<file path="config.mk">
export PLATFORM = sky130hd
export DESIGN_NAME = ysyx_22050019_pipe_stage
export DESIGN_NICKNAME = d
export VERILOG_FILES = /design/src/rtl/ysyx_22050019_pipe_pkg.sv /design/src/rtl/ysyx_22050019_pipe_stage.sv
export SDC_FILE = /design/constraint.sdc
export NUM_CORES = 1
export LEC_CHECK = 0
export CAP_MARGIN = 5
export CORE_MARGIN = 5
export CORE_UTILIZATION = 35
export DETAILED_ROUTE_END_ITERATION = 8
export GPL_ROUTABILITY_DRIVEN = 0
export PLACE_DENSITY = 0.62
export SETUP_SLACK_MARGIN = 0.3
export SYNTH_ARGS = -nofsm -noshare
export SYNTH_HDL_FRONTEND = slang
export SYNTH_SLANG_ARGS = --single-unit
</file>
<file path="constraint.sdc">
create_clock -name clk -period 5.16 [get_ports clk]
set_input_delay 0.774 -clock clk [delete_from_list [all_inputs] [get_ports clk]]
set_output_delay 0.774 -clock clk [all_outputs]
set_load 0.01 [all_outputs]
</file>
<file path="src/rtl/ysyx_22050019_pipe_pkg.sv">
// Shared types and payload widths for the pipeline-boundary registers.
// Every stage boundary (IF/ID, ID/EX, EX/MEM, MEM/WB) sizes its payload from here.
package ysyx_22050019_pipe_pkg;

    // Encoding is {skid_v, main_v}; 2'b10 can never be reached.
    typedef enum logic [1:0] {
        PIPE_EMPTY = 2'b00,
        PIPE_FULL  = 2'b01,
        PIPE_SKID  = 2'b11
    } pipe_state_e;

    localparam int unsigned XLEN     = 64;
    localparam int unsigned PC_W     = 64;
    localparam int unsigned INST_W   = 32;
    localparam int unsigned CTRL_W   = 16;
    localparam int unsigned IF_ID_W  = PC_W + INST_W;
    localparam int unsigned ID_EX_W  = PC_W + INST_W + 2 * XLEN + CTRL_W;
    localparam int unsigned EX_MEM_W = PC_W + INST_W + 2 * XLEN + CTRL_W;
    localparam int unsigned MEM_WB_W = PC_W + INST_W + XLEN + CTRL_W;

    function automatic logic [1:0] occ_of(input logic skid_v, input logic main_v);
        return {1'b0, skid_v} + {1'b0, main_v};
    endfunction

endpackage

</file>
<file path="src/rtl/ysyx_22050019_pipe_stage.sv">
// Valid/ready pipeline-boundary register with synchronous flush and an optional
// 2-entry skid buffer that keeps in_ready_o a pure register output.
//
// Handshake: a transfer happens on a rising edge where valid & ready are both 1.
// valid never depends on ready; once out_valid_o is high the head payload holds
// steady until it is taken (or a flush kills it).
module ysyx_22050019_pipe_stage
    import ysyx_22050019_pipe_pkg::*;
#(
    parameter int unsigned DATA_W          = IF_ID_W,
    parameter bit          SKID            = 1'b1,
    parameter bit          CLEAR_ON_BUBBLE = 1'b1
) (
    input  logic              clk,
    input  logic              rst_n,
    input  logic              flush_i,
    input  logic              in_valid_i,
    output logic              in_ready_o,
    input  logic [DATA_W-1:0] in_data_i,
    output logic              out_valid_o,
    input  logic              out_ready_i,
    output logic [DATA_W-1:0] out_data_o,
    output logic [1:0]        occupancy_o,
    output pipe_state_e       dbg_state_o
);

    logic              w_push;
    logic              w_pop;
    logic              w_main_v;
    logic              w_skid_v;
    logic [DATA_W-1:0] w_main_d;

    assign w_push = in_valid_i & in_ready_o;
    assign w_pop  = w_main_v & out_ready_i;

    if (SKID) begin : g_skid
        pipe_state_e       r_state;
        pipe_state_e       w_state_nxt;
        logic [1:0]        w_bits;
        logic              w_load_main;
        logic              w_main_from_skid;
        logic              w_load_skid;
        logic [DATA_W-1:0] r_main_d;
        logic [DATA_W-1:0] r_skid_d;

        assign w_bits     = r_state;
        assign w_main_v   = w_bits[0];
        assign w_skid_v   = w_bits[1];
        assign w_main_d   = r_main_d;
        assign in_ready_o = ~w_bits[1];

        always_comb begin
            w_state_nxt      = r_state;
            w_load_main      = 1'b0;
            w_main_from_skid = 1'b0;
            w_load_skid      = 1'b0;
            if (flush_i) begin
                // Flush wins: the input of this cycle is dropped, no data moves.
                w_state_nxt = PIPE_EMPTY;
            end else begin
                case (r_state)
                    PIPE_EMPTY: begin
                        if (w_push) begin
                            w_state_nxt = PIPE_FULL;
                            w_load_main = 1'b1;
                        end
                    end
                    PIPE_FULL: begin
                        if (w_push && w_pop) begin
                            w_load_main = 1'b1;
                        end else if (w_push) begin
                            w_state_nxt = PIPE_SKID;
                            w_load_skid = 1'b1;
                        end else if (w_pop) begin
                            w_state_nxt = PIPE_EMPTY;
                        end
                    end
                    PIPE_SKID: begin
                        if (w_pop) begin
                            w_state_nxt      = PIPE_FULL;
                            w_main_from_skid = 1'b1;
                        end
                    end
                    default: w_state_nxt = PIPE_EMPTY;
                endcase
            end
        end

        always_ff @(posedge clk or negedge rst_n) begin
            if (!rst_n) begin
                r_state <= PIPE_EMPTY;
            end else begin
                r_state <= w_state_nxt;
            end
        end

        always_ff @(posedge clk or negedge rst_n) begin
            if (!rst_n) begin
                r_main_d <= '0;
                r_skid_d <= '0;
            end else begin
                if (w_load_main) begin
                    r_main_d <= in_data_i;
                end else if (w_main_from_skid) begin
                    r_main_d <= r_skid_d;
                end
                if (w_load_skid) begin
                    r_skid_d <= in_data_i;
                end
            end
        end

        assign dbg_state_o = r_state;
    end else begin : g_single
        logic              r_main_v;
        logic [DATA_W-1:0] r_main_d;

        assign w_main_v   = r_main_v;
        assign w_skid_v   = 1'b0;
        assign w_main_d   = r_main_d;
        assign in_ready_o = ~r_main_v | out_ready_i;

        always_ff @(posedge clk or negedge rst_n) begin
            if (!rst_n) begin
                r_main_v <= 1'b0;
                r_main_d <= '0;
            end else if (flush_i) begin
                r_main_v <= 1'b0;
            end else if (w_push) begin
                r_main_v <= 1'b1;
                r_main_d <= in_data_i;
            end else if (w_pop) begin
                r_main_v <= 1'b0;
            end
        end

        assign dbg_state_o = r_main_v ? PIPE_FULL : PIPE_EMPTY;
    end

    assign out_valid_o = w_main_v;
    assign out_data_o  = (CLEAR_ON_BUBBLE && !w_main_v) ? '0 : w_main_d;
    assign occupancy_o = occ_of(w_skid_v, w_main_v);

endmodule

</file>
==> flow_metrics.py, run 1 <==
metrics = {
    "run_status": {
        "status": "finished, final reports clean",
    },
    "power_and_ir_drop": {
        "power_frac_clock": 0.218,
        "pwr_density_cell_nw_per_um2": 565.1,
        "p_comb_frac": 0.385,
        "p_sw_uw": 2013,
        "leakagePower_uw": 0.005666,
        "internal-power_uw": 4698,
        "power_frac_seq": 0.397,
        "p_sw_frac": 0.3000,
        "vdd_drop_max_uv": 264.9,
    },
    "global_routing": {
        "antenna_found_initial": 1,
        "grt_pass1_vias": 6102,
        "grt.total_usage": 0.1434,
        "grt_pass1_wl_mm": 33.71,
        "grt_overflow_total": 0,
        "grt_max_degree": 100,
    },
    "yosys": {
        "synth_seq_cells": 194,
        "syn_area_um2": 9055,
        "ys_seq_area_frac": 0.5361,
        "synthesis.nets": 854,
        "yosys.cell_types.count": 22,
        "avgSynthCellArea_um2": 12.09,
        "yosys_warnings": 0,
        "synthCells": 749,
    },
    "drt": {
        "drc_errors": 0,
        "top_layer": "met5",
        "drtPass1Iterations": 4,
        "dr.first_iter.drc_count": 442,
        "wl_per_cell_um": 16.59,
        "drt-total-wl_mm": 20.98,
        "ant_nets": 0,
        "met3_length_mm": 1.282,
        "wl_met2_mm": 9.332,
        "vias_per_cell": 4.718,
        "m1WireLength_mm": 10.13,
        "dr_total_vias": 5968,
    },
    "clocking": {
        "cts_buffers": 17,
        "clock_path_buffers": 2,
        "cts_tree": "done",
        "path_clk_slew_ns": 0.07,
        "cts.sinks": 194,
        "cts_setup_buffers": 0,
        "htreeDepth": 4,
        "post_cts_resized": 0,
        "ctsHoldBuffers": 0,
        "cts_root_buf": "clkbuf_16",
        "worstSkewPairLatency_ns": 0.42,
    },
    "setup_path": {
        "crit_buf_inv": 3,
        "crit_slowest_cell": "dfrtp_2",
        "cp_top_family": "buffers and inverters",
        "cp.arrival_ns": 2.56,
        "critPathMaxFanout": 31,
        "path_cells": "buf_4, inv_1, ha_1, clkdlybuf4s50_1",
        "critPathRequiredTime_ns": 4.39,
        "critPathCaptureType": "output port",
        "rr_startpoint": "dbg_state_o[0]",
        "start_kind": "flop",
        "startpoint": "dbg_state_o[0]",
        "critPathMaxStageDelay_ns": 0.71,
        "r2r_setup_slack_ns": 2.13,
        "path_class": "reg -> out",
    },
    "floorplan": {
        "io_pins": 203,
        "core_area_um2": 25330,
        "std_cell_rows": 58,
        "dieArea_um2": 29190,
        "fp.dieH_um": 170.8,
        "initial_core_util": 0.3575,
        "die_w_um": 170.8,
    },
    "final_layout": {
        "fin_area_um2": 11880,
        "syn_to_final_growth_pct": 31.15,
        "drive_gt1_frac": 0.1497,
        "multi_input_comb_area_um2": 3835,
        "finalNonFillerCells": 1265,
        "antenna_cells": 0,
        "final.fill_count": 2334,
        "nets": 1029,
        "ff_latch_area_um2": 4856,
        "final_common_cell": "clkdlybuf4s50_1",
        "final_cell_mix": "clkdlybuf4s50_1 (201), dfrtp_1 (193), mux2i_1 (98)",
    },
    "sta": {
        "finalClockSkew_ns": 0.01200,
        "period_share": 0.6471,
        "rsz0062_at_grt": "no",
        "setup_viol": 0,
        "worst_slew_pin_slew_ns": 1.019,
        "tns_ns": 0,
        "max_freq_mhz": 299.5,
        "min_period_ns": 3.339,
        "slew_viol_final": 0,
        "setup_slack_ns": 1.821,
        "slew_headroom": 0.3204,
        "hold_violations": 0,
    },
    "placement": {
        "place_ws_ns": 1.877,
        "dp_hpwl_mm": 13.38,
        "dp_cells": 1235,
        "port_buffers": 202,
        "place_area_um2": 11230,
    },
    "job": {
        "maxCapViolCount": 0,
    },
    "min_path": {
        "hold_path.class": "in -> async",
    },
}
[worst paths after layout]
kind / depth (start not counted) / to
max: 4 / occupancy_o[0]
min: 1 / g_skid.r_skid_d[59]
max reg2reg: 5 / g_skid.r_main_d[0]
min reg2reg: 1 / g_skid.r_skid_d[31]
max in group asynchronous: 2 / g_skid.r_skid_d[24]
min in group clk: 1 / g_skid.r_skid_d[31]
[per-stage QoR]
step	hold WS, ns	power (uW)	utilization
after floorplan	0.4784	4186	-
after global placement	0.4860	5265	0.4436
after detailed placement	0.4924	5322	0.4436
after CTS	0.4361	6818	0.4689
after global routing	0.4524	7170	0.4689
final	0.4033	6711	0.4689
[power groups by stage]
stage                     Sequential (uW)  Clock (uW)  Combinational [uW]
after floorplan                      2550           0                1640
after global placement               2680           0                2590
after detailed placement             2700           0                2620
after CTS                            2680        1510                2630
after global routing                 2780        1560                2830
final                                2670        1460                2580
[Yosys cell counts, drive strengths merged]
| cell type | count | area [um2] |
|---|---|---|
| and4bb | 1 | 16.27 |
| mux2i | 98 | 980.9 |
| dfrtp | 194 | 4855 |
| a211o | 1 | 8.760 |
| a32oi | 1 | 16.27 |
| a21oi | 97 | 485.5 |
| nand3 | 1 | 5.000 |
| ha | 4 | 50.05 |
| o31ai | 1 | 7.510 |
| clkbuf | 11 | 45.05 |
| and2 | 96 | 600.6 |
| buf | 43 | 341.6 |
| nor2 | 96 | 360.4 |
| nor2b | 3 | 18.77 |
| nand2 | 3 | 13.77 |
| mux2 | 97 | 1242 |
| inv | 2 | 7.510 |
[area by class of cell]
cell class                 count  share of cell area
tap                          330             0.03477
sequential                   194              0.4089
inverter                       2           0.0006322
clock inverter                11             0.01665
clock buffer                  19             0.03730
timing repair buffer         210              0.1788
multi-input combinational    499              0.3229
[routing by layer]
metal,global-route usage,vias up
met5,0,-
met4,0.03514,2
met3,0.04043,15
met2,0.2177,143
met1,0.2045,2911
li1,-,2897
[registers in the layout (all words and copies together) (netlist names)]
signal	flops
g_skid.r_main_d	96
g_skid.r_skid_d	96
dbg_state_o	2
[worst reg2reg max path: cells and delay by family, from the launching register on]
family,cells,cell delay [ns]
compound gates,1,0.08
buf+inv,2,1.06
flops,1,0.71
mux,1,0.18
simple gates,1,0.83
[cells by family after synthesis]
| logic type | after synthesis | synth area share |
|---|---|---|
| flops | 194 | 0.5361 |
| mux | 195 | 0.2455 |
| buf+inv | 56 | 0.04353 |
| fa+ha+maj | 4 | 0.005527 |
| simple gates | 200 | 0.1121 |
| compound gates | 100 | 0.05721 |
No activity file was read; power rests on OpenSTA's default activity.
==> run 2: changes to the inputs <==
--- a/config.mk
+++ b/config.mk
@@ -10,7 +10,7 @@
 export CORE_UTILIZATION = 35
 export DETAILED_ROUTE_END_ITERATION = 8
 export GPL_ROUTABILITY_DRIVEN = 0
-export PLACE_DENSITY = 0.62
+export PLACE_DENSITY = 0.64
 export SETUP_SLACK_MARGIN = 0.3
 export SYNTH_ARGS = -nofsm -noshare
 export SYNTH_HDL_FRONTEND = slang
==> constraint.sdc (replaced) <==
create_clock -name clk -period 2.95 [get_ports clk]
set_input_delay 0.4425 -clock clk [delete_from_list [all_inputs] [get_ports clk]]
set_output_delay 0.4425 -clock clk [all_outputs]
set_load 0.01 [all_outputs]
==> run 2 against run 1 <==
  * Worst hold slack gained 0.023 ns
  * Final area grew 0.49%
  * Core utilization grew 0.23 points
  * Setup slack lost 1.3 ns
  * First-iteration DRC count shrank 30%
  * Combinational power grew 79%
  * Count of clock-buffer cells in the layout is the same
  * Global-route usage is essentially flat
  * Via count grew 0.18%
  * Die area is the same
  * Wire length shrank 0.60%
  * Flip-flop and latch count is the same
  * Critical endpoint is now out_data_o[13]
  * Largest cell class unchanged
  * Highest routed layer is now met4
==> flow_metrics.py, run 2 (same netlist as run 1, synthesis figures left out) <==
metrics = {
    "run_status": {
        "status": "finished, final reports clean",
    },
    "clocking": {
        "path_clk_slew_ns": 0.08,
        "htreeDepth": 4,
        "worstSkewPairLatency_ns": 0.42,
        "clock_path_buffers": 2,
        "cts.sinks": 194,
        "cts_tree": "done",
        "cts_root_buf": "clkbuf_16",
        "cts_buffers": 17,
    },
    "floorplan": {
        "dieArea_um2": 29190,
        "io_pins": 203,
        "fp.dieH_um": 170.8,
        "die_w_um": 170.8,
        "initial_core_util": 0.3575,
        "core_area_um2": 25330,
        "std_cell_rows": 58,
    },
    "setup_path": {
        "path_cells": "buf_12, and2_1, clkdlybuf4s50_1",
        "timing.rr.end": "g_skid.r_main_d[78]",
        "start_kind": "flop",
        "r2r_setup_slack_ns": 0.64,
        "rr_startpoint": "dbg_state_o[0]",
        "cp.arrival_ns": 2.03,
        "crit_slowest_cell": "dfrtp_4",
        "timing.reg2reg.worst_path_depth": 7,
        "critPathMaxFanout": 53,
        "startpoint": "dbg_state_o[0]",
        "path_class": "reg -> out",
        "critPathRequiredTime_ns": 2.51,
        "critPathCaptureType": "output port",
        "critPathMaxStageDelay_ns": 0.56,
    },
    "placement": {
        "port_buffers": 202,
        "place_area_um2": 11310,
        "dp_cells": 1237,
        "dp_hpwl_mm": 13.26,
    },
    "drt": {
        "vias_per_cell": 4.704,
        "drtPass1Iterations": 4,
        "wl_per_cell_um": 16.41,
        "drt-total-wl_mm": 20.86,
        "dr_total_vias": 5979,
        "dr.first_iter.drc_count": 310,
        "drc_errors": 0,
        "ant_nets": 0,
    },
    "sta": {
        "slew_headroom": 0.6283,
        "slew_viol_final": 0,
        "max_freq_mhz": 404.4,
        "tns_ns": 0,
        "hold_violations": 0,
        "finalClockSkew_ns": 0.007416,
        "worst_slew_pin_slew_ns": 0.5576,
        "period_share": 0.8382,
        "min_period_ns": 2.473,
        "setup_viol": 0,
        "rsz0062_at_grt": "no",
    },
    "final_layout": {
        "fin_area_um2": 11930,
        "final_common_cell": "clkdlybuf4s50_1",
        "finalNonFillerCells": 1271,
        "antenna_cells": 0,
        "nets": 1033,
        "drive_gt1_frac": 0.1552,
        "final_cell_mix": "clkdlybuf4s50_1 (201), dfrtp_1 (193), mux2i_1 (98)",
        "syn_to_final_growth_pct": 31.78,
    },
    "global_routing": {
        "grt_pass1_vias": 6246,
        "grt_pass1_wl_mm": 33.60,
        "grt_max_degree": 101,
        "grt_overflow_total": 0,
        "antenna_found_initial": 0,
        "grt.total_usage": 0.1436,
    },
    "job": {
        "maxCapViolCount": 0,
    },
    "power_and_ir_drop": {
        "vdd_drop_max_uv": 365.9,
        "leakagePower_uw": 0.005695,
        "pwr_density_cell_nw_per_um2": 972.4,
    },
    "min_path": {
        "hold_path.class": "in -> async",
    },
}
[run 2: metal layers]
layer  track usage  wire, um  vias to the layer above
li1              -         -                     2911
met1        0.1980      9719                     2927
met2        0.2273      9680                      133
met3       0.04136      1329                        8
met4       0.03100       125                        0
met5             0         0                        -
[run 2: through the flow]
step | worst slack, ns | hold WS, ns | total power (uW) | utilization
finish | 0.4773 | 0.4260 | 11600 | 0.4711
global route | 0.3612 | 0.4161 | 12420 | 0.4711
CTS | 0.3019 | 0.4072 | 11750 | 0.4706
detailed placement | 0.6205 | 0.3176 | 9335 | 0.4466
global placement | 0.6794 | 0.3160 | 9229 | 0.4466
floorplan | 0.9137 | 0.1469 | 7322 | -
[run 2: area by class of cell]
cell class / count / area (um2)
Multi-Input combinational cell: 499 / 3835
Clock inverter: 13 / 140.1
Timing Repair Buffer: 214 / 2226
Inverter: 2 / 7.507
Sequential cell: 194 / 4858
Tap cell: 330 / 412.9
Fill cell: 2332 / 13390
Clock buffer: 19 / 452.9
[run 2: how the worst max path moves through the flow]
stage	to	slack (ns)	depth (start not counted)
2_1_floorplan	g_skid.r_main_d[70]	0.91	9
3_3_place_gp	g_skid.r_main_d[67]	0.68	6
3_5_place_dp	g_skid.r_main_d[78]	0.62	6
4_1_cts	out_data_o[7]	0.30	3
5_1_grt	out_data_o[92]	0.36	3
6_report	out_data_o[13]	0.48	3
[run 2: worst max-delay path, delay by kind of cell (launching register included)]
family | cells | cell delay (ns)
and+or+nand+nor | 1 | 0.19
DFF | 1 | 0.56
buffers and inverters | 2 | 0.83
[run 2: power breakdown]
part	switching, uW	leakage (uW)	internal [uW]	total [uW]
clock	1100	0.000292	1250	2350
sequential	670	0.00223	3980	4650
combinational	1840	0.00317	2760	4610
[run 2: timing repair]
action / CTS / global route
resized for setup: 1 / 1
hold endpoints to repair: 16 / 0
gates cloned: 0 / 0
setup buffers: 0 / 1
setup endpoints to repair: 52 / 25
hold buffers: 1 / 0
==> run 3: changes to the inputs <==
--- a/config.mk
+++ b/config.mk
@@ -10,7 +10,7 @@
 export CORE_UTILIZATION = 35
 export DETAILED_ROUTE_END_ITERATION = 8
 export GPL_ROUTABILITY_DRIVEN = 0
-export PLACE_DENSITY = 0.64
+export PLACE_DENSITY = 0.62
 export SETUP_SLACK_MARGIN = 0.3
 export SYNTH_ARGS = -nofsm -noshare
 export SYNTH_HDL_FRONTEND = slang
==> constraint.sdc (replaced) <==
create_clock -name clk -period 2.3 [get_ports clk]
set_input_delay 0.345 -clock clk [delete_from_list [all_inputs] [get_ports clk]]
set_output_delay 0.345 -clock clk [all_outputs]
set_load 0.01 [all_outputs]
==> run 3 against run 2 <==
  * Final area increased by 25%
  * Sequential share of layout area decreased by 8.0 points
  * Wire length increased by 48%
  * Cell count increased by 7.6%
  * Die area unchanged
  * Critical path depth increased by 8
  * Sequential power increased by 32%
  * Combinational power increased by 100%
  * Setup slack got worse by 0.33 ns
  * Global-route usage increased by 4.2 points
  * Critical path type is now reg -> reg
  * Largest cell class is now multi-input combinational cells
  * Highest routed layer is now met5
==> flow_metrics.py, run 3 (same netlist as run 1, synthesis figures left out) <==
metrics = {
    "final_layout": {
        "antenna_cells": 0,
        "nets": 1130,
        "ff_latch_area_um2": 4858,
        "drive_gt1_frac": 0.5087,
        "final.fill_count": 2021,
        "syn_to_final_growth_pct": 64.16,
        "final_cell_mix": "dfrtp_1 (193), clkdlybuf4s50_1 (101), mux2_4 (96)",
        "fin_area_um2": 14860,
        "final_common_cell": "dfrtp_1",
        "multi_input_comb_area_um2": 4915,
    },
    "sta": {
        "rsz0062_at_grt": "yes",
        "min_period_ns": 2.148,
        "period_share": 0.9340,
        "tns_ns": 0,
        "max_freq_mhz": 465.5,
        "hold_violations": 0,
        "slew_viol_final": 0,
        "slew_headroom": 0.7188,
        "setup_viol": 0,
        "finalClockSkew_ns": 0.01236,
        "worst_slew_pin_slew_ns": 0.4219,
        "hold-worst-slack_ns": 0.4117,
    },
    "setup_path": {
        "cp.arrival_ns": 2.47,
        "startpoint": "dbg_state_o[0]",
        "cp_top_family": "buffers and inverters",
        "rr_startpoint": "dbg_state_o[0]",
        "timing.rr.end": "g_skid.r_main_d[39]",
        "start_kind": "flop",
        "crit_slowest_cell": "dfrtp_4",
        "r2r_setup_slack_ns": 0.15,
        "path_class": "reg -> reg",
        "path_cells": "buf_6, buf_8, ha_4, and4bb_4, a32oi_4, buf_12, buf_6, buf_6, buf_12, buf_16, a21oi_1",
        "crit_path_frequent_cell": "buf_6",
        "critPathMaxStageDelay_ns": 0.50,
        "critPathMaxFanout": 8,
        "critPathCaptureType": "flop",
        "crit_buf_inv": 7,
        "timing.reg2reg.worst_path_depth": 11,
        "critPathRequiredTime_ns": 2.62,
    },
    "global_routing": {
        "use_met3": 0.04321,
        "top_usage_layer": "met2",
        "grt_pass1_wl_mm": 41.39,
        "grt_max_degree": 76,
        "antenna_found_initial": 1,
        "grt.total_usage": 0.1853,
        "met1_usage": 0.2506,
        "grt_overflow_total": 0,
        "grtUsageMet2": 0.3076,
        "grt_pass1_vias": 6826,
    },
    "placement": {
        "place_area_um2": 11500,
        "dp_hpwl_mm": 14.17,
        "port_buffers": 202,
    },
    "run_status": {
        "status": "finished, final reports clean",
    },
    "clocking": {
        "cts_buffers": 17,
        "htreeDepth": 4,
        "worstSkewPairLatency_ns": 0.43,
        "cts.sinks": 194,
        "cts_tree": "done",
        "path_clk_slew_ns": 0.08,
        "cts_root_buf": "clkbuf_16",
        "clock_path_buffers": 2,
    },
    "floorplan": {
        "io_pins": 203,
        "fp.dieH_um": 170.8,
        "die_w_um": 170.8,
        "std_cell_rows": 58,
        "initial_core_util": 0.3575,
        "dieArea_um2": 29190,
        "core_area_um2": 25330,
    },
    "drt": {
        "wl_per_cell_um": 22.49,
        "dr_total_vias": 6916,
        "drt-total-wl_mm": 30.77,
        "dr.first_iter.drc_count": 315,
        "drtPass1Iterations": 5,
        "ant_nets": 0,
        "vias_per_cell": 5.056,
        "drc_errors": 0,
    },
    "min_path": {
        "hold_path.class": "in -> async",
    },
    "power_and_ir_drop": {
        "pwr_density_cell_nw_per_um2": 1226,
        "vdd_drop_max_uv": 604.2,
        "leakagePower_uw": 0.007313,
    },
    "job": {
        "maxCapViolCount": 0,
    },
}
[run 3: changes by cell type in the layout (fill, tap and decap cells not counted), sizes merged]
cell / change
buf: +163
bufbuf: +2
bufinv: -1
clkbuf: +28
clkdlybuf4s50: -100
clkinv: +2
clkinvlp: +2
dlygate4sd2: +1
dlymetal6s2s: +2
inv: -3
nand2: +1
[run 3: worst register-to-register path, cell delays in order, from the launching register on]
cell,delay (ns)
dfrtp_4,0.50
buf_6,0.13
buf_8,0.11
ha_4,0.15
and4bb_4,0.23
a32oi_4,0.21
buf_12,0.18
buf_6,0.11
buf_6,0.09
buf_12,0.12
buf_16,0.14
a21oi_1,0.07
[run 3: layout make-up]
class	count	share of cell area
flip-flops and latches	194	0.3269
inverters	2	0.0005050
clock buffers	19	0.02980
clock inverters	13	0.008249
well taps	330	0.02778
repair buffers	310	0.2762
multi-input cells	500	0.3306
[run 3: worst max-delay path by stage]
stage                               end  slack [ns]  cells after the start
finish              g_skid.r_main_d[39]        0.15                     11
global route        g_skid.r_main_d[43]        0.10                      8
CTS                      out_data_o[59]        0.18                      6
detailed placement  g_skid.r_main_d[40]        0.12                      6
global placement    g_skid.r_main_d[93]        0.16                      6
floorplan           g_skid.r_main_d[70]        0.35                      9
[run 3: what timing repair did]
item / 4_1_cts / 5_1_grt
gates cloned: 27 / 21
hold buffers: 1 / 0
setup buffers: 34 / 4
pin swaps: 3 / 2
resized for setup: 365 / 425
hold endpoints to repair: 40 / 0
endpoints found under the setup margin: 276 / 288
[run 3: metrics by stage]
step                total power [uW]  setup WS, ns    util  std cells
finish                         18230        0.1517  0.5869       1368
global route                   19180        0.1013  0.5869       1368
CTS                            15890        0.1750  0.5210       1343
detailed placement             12120        0.1160  0.4540       1249
global placement               12000        0.1586  0.4540       1249
floorplan                       9393        0.3453       -        749
[run 3: report_power, final]
part | switching (uW) | internal [uW] | total, uW
logic | 3600 | 5600 | 9210
clock network | 1440 | 1460 | 2900
registers | 1020 | 5110 | 6130
total | 6070 | 12200 | 18200
[run 3: routing by layer]
metal / wire (um) / share of wire
met5: 7 / 0.00023
met4: 401 / 0.013
met3: 1785 / 0.058
met2: 15120 / 0.49
met1: 13460 / 0.44
